<file path="config.mk">
export PLATFORM = sky130hd
export DESIGN_NAME = div_sequencer
export DESIGN_NICKNAME = d
export VERILOG_FILES = /design/src/rtl/div_sequencer_pkg.sv /design/src/rtl/div_sequencer.sv
export SDC_FILE = /design/constraint.sdc
export NUM_CORES = 1
export LEC_CHECK = 0
export ABC_AREA = 1
export BUFFER_PORTS_ARGS = -buffer_cell sky130_fd_sc_hd__buf_4
export CAP_MARGIN = 5
export CELL_PAD_IN_SITES_DETAIL_PLACEMENT = 1
export CELL_PAD_IN_SITES_GLOBAL_PLACEMENT = 1
export CORE_MARGIN = 3
export CORE_UTILIZATION = 34
export DETAILED_ROUTE_END_ITERATION = 6
export PLACE_DENSITY_LB_ADDON = 0.05
export SYNTH_ARGS = -nofsm -noshare
export SYNTH_HDL_FRONTEND = slang
export SYNTH_SLANG_ARGS = --single-unit
</file>
<file path="constraint.sdc">
create_clock -name clk -period 2 [get_ports clk]
set_input_delay 0.1 -clock clk [delete_from_list [all_inputs] [get_ports clk]]
set_output_delay 0.1 -clock clk [all_outputs]
set_load 0.05 [all_outputs]
</file>
<file path="src/rtl/div_sequencer_pkg.sv">
// Shared types and widths for the EX-stage divide sequencer.
package div_sequencer_pkg;

    localparam int unsigned DATA_W   = 32;
    localparam int unsigned RESULT_W = 2 * DATA_W;

    localparam logic [DATA_W-1:0] DIVZERO_LO_DEFAULT = 32'hFFFF_FFFF;

    typedef enum logic [1:0] {
        ST_IDLE = 2'd0,
        ST_RUN  = 2'd1,
        ST_DONE = 2'd2
    } divseq_state_e;

endpackage

</file>
<file path="src/rtl/div_sequencer.sv">
// Controls the iterative divider for DIV/DIVU: latches operands, runs the
// start/annul handshake, stalls the front of the pipe and issues one HI/LO write.
module div_sequencer
    import div_sequencer_pkg::*;
#(
    parameter int unsigned       TIMEOUT_CYCLES = 64,
    parameter int unsigned       CNT_W          = 7,
    parameter logic [DATA_W-1:0] DIVZERO_LO     = DIVZERO_LO_DEFAULT
) (
    input  logic                clk,
    input  logic                rst,
    input  logic                req_valid,
    input  logic                req_signed,
    input  logic [DATA_W-1:0]   opa,
    input  logic [DATA_W-1:0]   opb,
    input  logic                flush,
    input  logic                hold,
    input  logic                div_ready,
    input  logic [RESULT_W-1:0] div_result,
    output logic                div_start,
    output logic                div_annul,
    output logic                div_signed,
    output logic [DATA_W-1:0]   div_a,
    output logic [DATA_W-1:0]   div_b,
    output logic                stall_div,
    output logic                hilo_we,
    output logic [DATA_W-1:0]   hi_o,
    output logic [DATA_W-1:0]   lo_o,
    output logic                err_timeout
);

    localparam logic [CNT_W-1:0] CNT_LAST = CNT_W'(TIMEOUT_CYCLES - 1);

    divseq_state_e     state_q, state_d;
    logic [DATA_W-1:0] a_q, a_d;
    logic [DATA_W-1:0] b_q, b_d;
    logic              sgn_q, sgn_d;
    logic [DATA_W-1:0] hi_q, hi_d;
    logic [DATA_W-1:0] lo_q, lo_d;
    logic [CNT_W-1:0]  cnt_q, cnt_d;
    logic              err_q, err_d;

    logic start_c, annul_c, stall_c, we_c;

    always_ff @(posedge clk) begin
        if (!rst) begin
            state_q <= ST_IDLE;
            a_q     <= '0;
            b_q     <= '0;
            sgn_q   <= 1'b0;
            hi_q    <= '0;
            lo_q    <= '0;
            cnt_q   <= '0;
            err_q   <= 1'b0;
        end else begin
            state_q <= state_d;
            a_q     <= a_d;
            b_q     <= b_d;
            sgn_q   <= sgn_d;
            hi_q    <= hi_d;
            lo_q    <= lo_d;
            cnt_q   <= cnt_d;
            err_q   <= err_d;
        end
    end

    always_comb begin
        state_d = state_q;
        a_d     = a_q;
        b_d     = b_q;
        sgn_d   = sgn_q;
        hi_d    = hi_q;
        lo_d    = lo_q;
        cnt_d   = cnt_q;
        err_d   = err_q;
        start_c = 1'b0;
        annul_c = 1'b0;
        stall_c = 1'b0;
        we_c    = 1'b0;

        unique case (state_q)
            ST_IDLE: begin
                if (req_valid && !flush) begin
                    stall_c = 1'b1;
                    a_d     = opa;
                    b_d     = opb;
                    sgn_d   = req_signed;
                    // A zero divisor is resolved here; the divider never sees it.
                    if (opb == '0) begin
                        hi_d    = opa;
                        lo_d    = DIVZERO_LO;
                        state_d = ST_DONE;
                    end else begin
                        cnt_d   = '0;
                        state_d = ST_RUN;
                    end
                end
            end

            ST_RUN: begin
                start_c = 1'b1;
                stall_c = 1'b1;
                cnt_d   = cnt_q + CNT_W'(1);
                if (flush) begin
                    annul_c = !div_ready;
                    state_d = ST_IDLE;
                end else if (div_ready) begin
                    hi_d    = div_result[RESULT_W-1:DATA_W];
                    lo_d    = div_result[DATA_W-1:0];
                    state_d = ST_DONE;
                end else if (cnt_q == CNT_LAST) begin
                    annul_c = 1'b1;
                    err_d   = 1'b1;
                    hi_d    = '0;
                    lo_d    = '0;
                    state_d = ST_DONE;
                end
            end

            ST_DONE: begin
                if (flush) begin
                    state_d = ST_IDLE;
                end else if (!hold) begin
                    we_c    = 1'b1;
                    state_d = ST_IDLE;
                end
            end

            default: state_d = ST_IDLE;
        endcase
    end

    // Every output reads as zero while reset is held low.
    assign div_start   = rst & start_c;
    assign div_annul   = rst & annul_c;
    assign stall_div   = rst & stall_c;
    assign hilo_we     = rst & we_c;
    assign div_signed  = rst & sgn_q;
    assign err_timeout = rst & err_q;
    assign div_a       = rst ? a_q  : '0;
    assign div_b       = rst ? b_q  : '0;
    assign hi_o        = rst ? hi_q : '0;
    assign lo_o        = rst ? lo_q : '0;

endmodule

</file>
* After elaboration in Yosys (flattened, before gate mapping)
Index checks and enable logic that the tools add are counted.
Widths: inputs -> output; s select.
** Storage, ports and cells
- Bits in latches :: 0
- Flip-flop bits (word level) :: 139
- Output and inout bits :: 134
- Memories :: 0
- Input bits :: 135
- ROM bits :: 0
- RAM bits :: 0
** Operators by class
- Multipliers :: 0
- Shift-type cells :: 0
- Equality and inequality tests :: 10
- Magnitude comparators :: 0
- Divide/modulo/power cells :: 0
- $add $sub $neg :: 1
- Mux-type cells :: 36
- Bitwise logic cells :: 8
- Reduce and logical (&&, ||, !) cells :: 11
** Operator list (number)
- $mux 32 :: 13
- $pmux 32 s2 :: 2
- $logic_not 32->1 :: 1
- $mux 2 :: 7
- $mux 7 :: 2
- $pmux 7 s2 :: 1
- $mux 1 :: 9
- $ne 2x2->1 const B :: 4
- $add 7x1->7 const B :: 1
- $eq 7x6->1 const B :: 1
- $and 1x1->1 :: 6
- $ne 3x3->1 const B :: 2
- $pmux 2 s3 :: 1
- $reduce_and 3->1 :: 2
- $reduce_and 5->1 :: 1
- $ne 4x4->1 const B :: 1
- $reduce_and 4->1 :: 1
- $eq 2x1->1 const B :: 1
- $eq 2x2->1 const B :: 1
- $logic_not 1->1 :: 2
- $logic_not 2->1 :: 1
- $not 1->1 :: 2
- $pmux 1 s2 :: 1
- $reduce_and 2->1 :: 1
- other kinds (2) :: 2

* Logic depth before layout (Yosys ltp)
Gate-level depths: netlist of the first run.
- Depth in word-level cells :: 6
- Mapped depth :: 12

* Least setup slack after synthesis of the first run
No wires, ideal clock.
- Path type :: flip-flop to output port
- Start :: reg state_q[1]
- End :: out div_annul
- Data required time :: 1.900 ns
- Stages on the path, launching flop included :: 7
- Arrival :: 2.176 ns
- Path slack :: -0.276 ns
- Path through :: dfxtp_1 inv_1 nand2_1 buf_2 nor2_1 nand2_1 a21oi_1
** On the way
- Longest elaborated chain between the ends :: 3
** RTL lines
- start, declared :: line div_sequencer.sv:34 : divseq_state_e state_q, state_d;
- start signal, assigned :: line div_sequencer.sv:56 : state_q <= state_d;
- $eq 2x1->1 :: line div_sequencer.sv:81 : unique case (state_q)
- $mux 1 :: line div_sequencer.sv:81
- $and 1x1->1 :: line div_sequencer.sv:135 : assign div_annul = rst & annul_c;
- end, declared :: line div_sequencer.sv:21 : output logic div_annul,
Every way passes these cells.

* Worst setup path after layout of the first run
Ends and elaborated chain as after synthesis.

==> key figures, run 1 <==
Critical path
  • Crit-path max FO: 11
  • Critical path depth: 7
  • Arr. time, crit path: 1.78 ns
  • Worst R2R Setup Slack: 0.17 ns
  • R2r endpoint: lo_q[15]
  • R2R Path Start: cnt_q[1]
  • Crit path capture: div_annul
  • Buf+Inv Stages, Crit Path: 3
  • Crit path required time: 1.90 ns
  • CP endpoint kind: primary output
  • CP Launch Type: register
  • Critical path's largest stage delay: 0.32 ns
  • Critical-path top delay cell: dfxtp_1
  • Cell family with most CP delay: buffers and inverters
  • Critical path startpoint: state_q[1]
  • Critical path class: reg2out
  • Worst reg-to-reg path cell count: 10
  • CP Cell Sequence: inv_1 > nand2_1 > buf_4 > nor2_2 > nand2_1 > a21oi_2 > buf_4

Synthesis
  • Syn Inst Count: 1,184
  • Main combinational cell family by area after synthesis: simple AND/OR/NAND/NOR gates
  • Main synth FF type: dfxtp_1
  • Netlist Area Pre-Place: 7430 um2
  • Ys async rst share: 0%
  • Synth Area in Simple Gates: 31.6%
  • Number of synthesized flops with an enable pin: 0
  • Post-synth top area share: 37.5%
  • Syn avg cell area: 6.27 um2
  • Post-Synth Adder-Cell Area: 0.168%
  • Area leader, netlist: dfxtp_1
  • Yosys reg bits: 139
  • Seq/Total Area, Yosys: 37.5%
  • Synth Area in Compound Gates: 16.2%
  • Mapped Nets: 1,320
  • Xor and xnor fraction of the mapped netlist area: 0%
  • Distinct cell type count after synthesis: 24
  • Multiplexer share of the synthesized area: 0%
  • Synth warn: 0
  • Main area contributors after synthesis: dfxtp_1 (37%), nand2_1 (15%), nor2_1 (11%)

Finish
  • Cell Count, Final, Fillers Out: 1,759
  • Area growth syn-to-layout: 47.6%
  • Fill cells: 2,814
  • Share of cells above drive strength 1: 25.2%
  • Reg area: 2780 um2
  • Multi-input gate area in the final layout: 3590 um2
  • Nets: 1,606

Floorplanning
  • Placeable Area: 21,200 um2
  • Initial Utilization: 35.0%
  • Row count: 53
  • DIE AREA: 23,700 um2
  • Die X: 154 um
  • IO Count: 269
  • Die H: 154 um

Status
  • Status: complete, no violations

Pwr
  • Pwr/cell area: 778 nW/um2
  • Leak pwr: 0.00579 uW
  • Maximum vdd ir drop: 0.562 mV

CTS
  • Clock tree buffer depth: 2
  • Clock Root Buffer: clkbuf_16
  • Worst-skew pair later-pin latency: 0.42 ns
  • Clock Sink Count: 139
  • # H-tree levels: 4
  • CTS tree: built
  • Reg clk slew, reported paths: 0.06 ns
  • CTS buffer count: 17

STA
  • Setup violations, final: 0
  • Max_slew headroom: 69.8%
  • Worst-margin pin slew: 0.453 ns
  • Slew Limit Fails: 0
  • Endpoints failing hold: 0
  • Max Fclk: 0.532 GHz
  • Setup Skew: 0.00793 ns
  • Post-route minimum period: 1.88 ns
  • Hold Worst Slack: 0.0125 ns
  • Final period util: 93.9%

Drt
  • Drt pass-1 iters: 4
  • Routed vias: 8,301
  • Residual DRC count: 0
  • Final wirelength: 26,800 um
  • Starting DRC count in detailed routing: 333
  • ANT nets after route: 0
  • Vias per inst: 4.72
  • Wire length per cell: 15.2 um

GRT
  • Congestion Overflow GR: 0
  • Gr usage total: 21.7%
  • First-pass GRT wire length: 42,300 um
  • Vias in the first global route: 8,326
  • Initial antenna violation count: 2
  • Largest net degree at the start of global routing: 106

Hold path
  • Hold WC Path Type: in2reg

Placement
  • Final Wtd Congestion: 0.789
  • # port buffers: 268
  • DP HPWL: 17,800 um
  • Placed cells: 1,657

Run
  • Max cap viols: 0
-- what timing repair did --
action | CTS | global route
endpoints found under the hold margin | 64 | 0
endpoints found under the setup margin | 0 | 38
resized for setup | 0 | 5
hold buffers | 67 | 0
buffers inserted | 0 | 0
-- cell families after synthesis --
| group | count (synthesis) |
|---|---|
| and+or+nand+nor | 595 |
| DFF | 139 |
| adders and majority gates | 1 |
| AOI/OAI and AO/OA | 210 |
| buffers and inverters | 239 |
-- area by class of cell --
type	instances	share of cell area, %
Multi-Input combinational cell	806	32.8
Timing Repair Buffer	357	27.9
Sequential cell	139	25.4
Inverter	149	5.15
Clock buffer	19	4.13
Tap cell	275	3.14
Clock inverter	12	1.51
Antenna cell	2	0.0456
-- stage by stage --
stage / TNS [ns] / worst slack [ns] / utilization, % / total power, uW / cell area [um2]
after floorplan: -0.0112 / -0.0112 / - / 4470 / 7440
after global placement: 0 / 0.248 / 45.2 / 5090 / 9590
after detailed placement: 0 / 0.119 / 45.2 / 5120 / 9590
after CTS: 0 / 0.0445 / 51.3 / 8580 / 10900
after global routing: -0.0115 / -0.0115 / 51.7 / 8980 / 11000
final: 0 / 0.122 / 51.7 / 8530 / 11000
-- state kept, by name (all words and copies together) (netlist names) --
register / cells
a_q: 32
state_q: 2
b_q: 32
hi_q: 32
lo_q: 32
err_q: 1
sgn_q: 1
cnt_q: 7
-- worst min-delay path, delay by kind of cell --
family / cells / cell delay [ns]
buf+inv: 1 / 0.08
simple gates: 1 / 0.10
compound gates: 1 / 0.12
-- metal layers --
metal | part of all wire, % | vias to the layer above | global-route usage, % | wire length, um
met3 | 4.4 | 34 | 4.22 | 1190
met2 | 50 | 187 | 38.5 | 13500
met4 | 1.8 | 0 | 6.56 | 491
met1 | 43 | 3869 | 26.6 | 11600
li1 | - | 4211 | - | -
met5 | 0 | - | 0 | 0
-- power breakdown --
part | switching, uW | total, uW | internal, uW
registers | 98.9 | 3060 | 2960
clock network | 1270 | 3300 | 2040
logic | 1360 | 2170 | 815
-- Yosys cell counts, drive strengths merged, types with 43 or more instances --
cell type,n
buf,47
inv,149
nor2,225
dfxtp,139
nand3,74
a21oi,106
nand2,294
o21ai,102
clkbuf,43
-- how the worst min path moves through the flow --
stage	from	end	slack, ns	cells past startpoint
after floorplan	opa[0]	a_q[0]	0.25	2
after global placement	req_signed	sgn_q	0.34	3
after detailed placement	opb[25]	b_q[25]	0.36	3
after CTS	rst	a_q[21]	0.0009	3
after global routing	opa[28]	a_q[28]	0.005	3
final	opa[28]	a_q[28]	0.01	3
-- cells in the final DEF, fill, tap and decap left out, drive strengths merged --
cell type	n
diode	2
clkinvlp	3
o211ai	1
nor4	1
ha	1
a21oi	106
o21bai	1
nand3	74
clkbuf	21
dfxtp	139
nor2	225
or2	1
nand2	294
inv	150
dlygate4sd3	67
clkinv	5
o21ai	102
bufinv	3
buf	288
No activity file was read; power rests on OpenSTA's default activity.
==> run 2, diff against run 1 <==
Settings changed: ABC_AREA 1 to unset, CORE_UTILIZATION 34 to 35.
==> key figures, run 2 <==
Floorplanning
  • Initial Utilization: 36.4% (was 35.0%)
  • DIE AREA: 21,600 um2 (was 23,700 um2)
  • Die X: 147 um (was 154 um)
  • Placeable Area: 19,100 um2 (was 21,200 um2)
  • IO Count: 269 (unchanged)
  • Die H: 147 um (was 154 um)
  • Row count: 50 (was 53)

Critical path
  • Critical path startpoint: opb[23] (was state_q[1])
  • Critical-path top delay cell: dlygate4sd3_1 (was dfxtp_1)
  • Crit-path max FO: 9 (was 11)
  • CP Cell Sequence: dlygate4sd3_1 > buf_6 > nor4_4 > nand4_1 > o21bai_2 > and2_4 > clkbuf_16 > mux2_4 (was inv_1 > nand2_1 > buf_4 > nor2_2 > nand2_1 > a21oi_2 > buf_4)
  • R2r endpoint: lo_q[17] (was lo_q[15])
  • Worst R2R Setup Slack: 0.06 ns (was 0.17 ns)
  • Worst reg-to-reg path cell count: 8 (was 10)
  • Arr. time, crit path: 2.28 ns (was 1.78 ns)
  • Critical path's largest stage delay: 0.56 ns (was 0.32 ns)
  • Crit path capture: lo_q[17] (was div_annul)
  • Critical path class: in2reg (was reg2out)
  • R2R Path Start: cnt_q[1] (unchanged)
  • CP endpoint kind: register (was primary output)
  • CP Launch Type: input pin (was register)
  • Critical path depth: 8 (was 7)
  • Buf+Inv Stages, Crit Path: 3 (unchanged)
  • Cell family with most CP delay: buffers and inverters (unchanged)
  • Crit path required time: 2.31 ns (was 1.90 ns)

Drt
  • M1 WL: 11,100 um (was 11,600 um)
  • Met2 Routed Length: 12,200 um (was 13,500 um)
  • Drt pass-1 iters: 4 (unchanged)
  • Vias per inst: 4.97 (was 4.72)
  • ANT nets after route: 0 (unchanged)
  • Wire length per cell: 17.7 um (was 15.2 um)
  • Residual DRC count: 0 (unchanged)
  • Top Metal Used: met4 (unchanged)
  • Routed vias: 7,162 (was 8,301)
  • Met3 Routed Length: 1700 um (was 1190 um)
  • Final wirelength: 25,500 um (was 26,800 um)
  • Starting DRC count in detailed routing: 245 (was 333)

CTS
  • Clock tree buffer depth: 2 (unchanged)
  • Worst-skew pair later-pin latency: 0.42 ns (about the same)
  • CTS buffer count: 17 (unchanged)
  • Clock Sink Count: 139 (unchanged)
  • Clock Root Buffer: clkbuf_16 (unchanged)
  • Reg clk slew, reported paths: 0.06 ns (about the same)
  • # H-tree levels: 4 (unchanged)
  • CTS tree: built (unchanged)

Pwr
  • Switching pwr: 2120 uW (was 2720 uW)
  • Flop pwr share: 38.0% (was 35.8%)
  • Design internal power: 5640 uW (was 5810 uW)
  • Clock power frac: 43.3% (was 38.7%)
  • Logic pwr share: 18.7% (was 25.5%)
  • Maximum vdd ir drop: 0.592 mV (was 0.562 mV)
  • Leak pwr: 0.00508 uW (was 0.00579 uW)
  • Pwr/cell area: 717 nW/um2 (was 778 nW/um2)
  • Sw Ratio: 27.3% (was 31.9%)
  • Tot Pwr: 7760 uW (was 8530 uW)

Hold path
  • Hold WC Path Type: in2reg (unchanged)

Placement
  • Placed cells: 1,334 (was 1,657)
  • Final Wtd Congestion: 0.745 (was 0.789)
  • Dpl ws: 0.0163 ns (was 0.119 ns)
  • # port buffers: 268 (unchanged)
  • DP HPWL: 16,000 um (was 17,800 um)

Finish
  • Share of cells above drive strength 1: 33.2% (was 25.2%)
  • Final Core Density: 56.7% (was 51.7%)
  • Ant. Diodes: 0 (was 2)
  • Area growth syn-to-layout: 55.8% (was 47.6%)
  • Fill cells: 2,300 (was 2,814)
  • Most frequent cells in the layout: buf_4 (296), nand2_1 (199), dfxtp_1 (137) (was nand2_1 (292), buf_4 (275), nor2_1 (223))
  • Reg area: 2790 um2 (was 2780 um2)
  • Nets: 1,305 (was 1,606)
  • Multi-input gate area in the final layout: 3920 um2 (was 3590 um2)
  • Cell Count, Final, Fillers Out: 1,442 (was 1,759)
  • Most common cell after layout, fill and taps aside: buf_4 (was nand2_1)

Synthesis
  • Number of synthesized flops with an enable pin: 0 (unchanged)
  • Yosys reg bits: 139 (unchanged)
  • Main synth FF type: dfxtp_1 (unchanged)
  • Area leader, netlist: dfxtp_1 (unchanged)
  • Syn Inst Count: 853 (was 1,184)
  • Main area contributors after synthesis: dfxtp_1 (40%), and2_1 (12%), nand2_1 (11%) (was dfxtp_1 (37%), nand2_1 (15%), nor2_1 (11%))
  • Post-synth top area share: 40.1% (was 37.5%)
  • Mapped Nets: 989 (was 1,320)
  • Synth top cells by count: nand2_1 (200), dfxtp_1 (139), and2_1 (134), a21oi_1 (60), clkbuf_1 (57) (was nand2_1 (293), nor2_1 (224), inv_1 (146), dfxtp_1 (139), nand3_1 (73))
  • Seq/Total Area, Yosys: 40.1% (was 37.5%)
  • Cell with the most instances after synthesis: nand2_1 (unchanged)
  • Ys async rst share: 0% (unchanged)
  • Synth warn: 0 (unchanged)
  • Syn avg cell area: 8.14 um2 (was 6.27 um2)
  • Netlist Area Pre-Place: 6940 um2 (was 7430 um2)
  • Distinct cell type count after synthesis: 36 (was 24)

STA
  • Endpoints failing hold: 0 (unchanged)
  • TNS Setup: 0 ns (unchanged)
  • Slew Limit Fails: 0 (unchanged)
  • Final period util: 98.3% (was 93.9%)
  • Final critical-path setup slack: 0.0335 ns (was 0.122 ns)
  • Max_slew headroom: 48.6% (was 69.8%)
  • Setup Skew: 0.0117 ns (was 0.00793 ns)
  • Worst-margin pin slew: 0.772 ns (was 0.453 ns)
  • Post-route minimum period: 1.97 ns (was 1.88 ns)
  • Setup violations, final: 0 (unchanged)
  • Max Fclk: 0.509 GHz (was 0.532 GHz)

Run
  • Max cap viols: 0 (unchanged)

GRT
  • Vias in the first global route: 7,531 (was 8,326)
  • Initial antenna violation count: 0 (was 2)
  • Largest net degree at the start of global routing: 108 (was 106)
  • Gr usage total: 22.7% (was 21.7%)
  • Congestion Overflow GR: 0 (unchanged)
  • First-pass GRT wire length: 39,900 um (was 42,300 um)

Status
  • Status: complete, no violations (unchanged)
-- run 2: changes by cell type after synthesis, sizes merged, moves of 25 or more --
cell	change
nand4	+34
buf	-25
nor2	-217
nand3	-40
o211a	+32
a21boi	+42
o21ai	-94
inv	-145
mux2	+33
and2	+134
a21oi	-46
nand2	-94
-- run 2: cell type report --
type	count	area share (%)
clock buffers	21	4.17
flip-flops and latches	139	25.8
inverters	4	0.139
clock inverters	11	1.56
well taps	260	3.01
multi-input cells	631	36.3
repair buffers	376	29.1
-- run 2: power groups by stage --
| stage | Sequential, uW | Combinational (uW) | Clock [uW] |
|---|---|---|---|
| global placement | 3000 | 1300 | 0 |
| detailed placement | 3000 | 1310 | 0 |
| CTS | 2940 | 1420 | 3430 |
| finish | 2940 | 1450 | 3360 |
| floorplan | 2990 | 781 | 0 |
| global route | 2960 | 1570 | 3570 |
-- run 2: per-stage QoR --
stage / hold WS, ns / area (um2)
detailed placement: 0.365 / 9290
floorplan: 0.235 / 6960
CTS: 0.0580 / 10600
finish: 0.0715 / 10800
global route: 0.0813 / 10800
global placement: 0.358 / 9290
-- run 2: worst min-delay path by stage --
stage / from / end / slack, ns / cells past startpoint
2_1_floorplan: opa[0] / a_q[0] / 0.23 / 2
3_3_place_gp: req_signed / sgn_q / 0.36 / 3
3_5_place_dp: req_signed / sgn_q / 0.37 / 3
4_1_cts: div_result[57] / hi_q[25] / 0.06 / 4
5_1_grt: div_result[58] / hi_q[26] / 0.08 / 4
6_report: div_result[51] / hi_q[19] / 0.07 / 4
-- run 2: what timing repair did --
item,CTS,global route
pin swaps,1,8
resized for setup,0,21
gates cloned,0,3
hold buffers,65,0
setup endpoints to repair,1,70
setup buffers,0,8
endpoints found under the hold margin,65,0
-- run 2: worst register-to-register path, stage by stage (launching register included) --
cell	delay, ns
dfxtp_2	0.35
ha_4	0.14
nand3_2	0.09
nor3_2	0.22
buf_4	0.15
o32a_4	0.14
and2_4	0.24
clkbuf_16	0.21
mux2_4	0.30
-- run 2: cells by family after synthesis --
kind of cell	synth area share, %
muxes	6.87
adders and majority gates	0.180
AOI/OAI and AO/OA	15.7
buffers and inverters	5.23
DFF	40.1
and+or+nand+nor	32.0
-- run 2: per-layer routing --
layer / up-vias / track usage (%)
met5: - / 0
met1: 3418 / 28.0
met4: 0 / 6.91
met2: 198 / 38.0
li1: 3513 / -
met3: 33 / 6.85
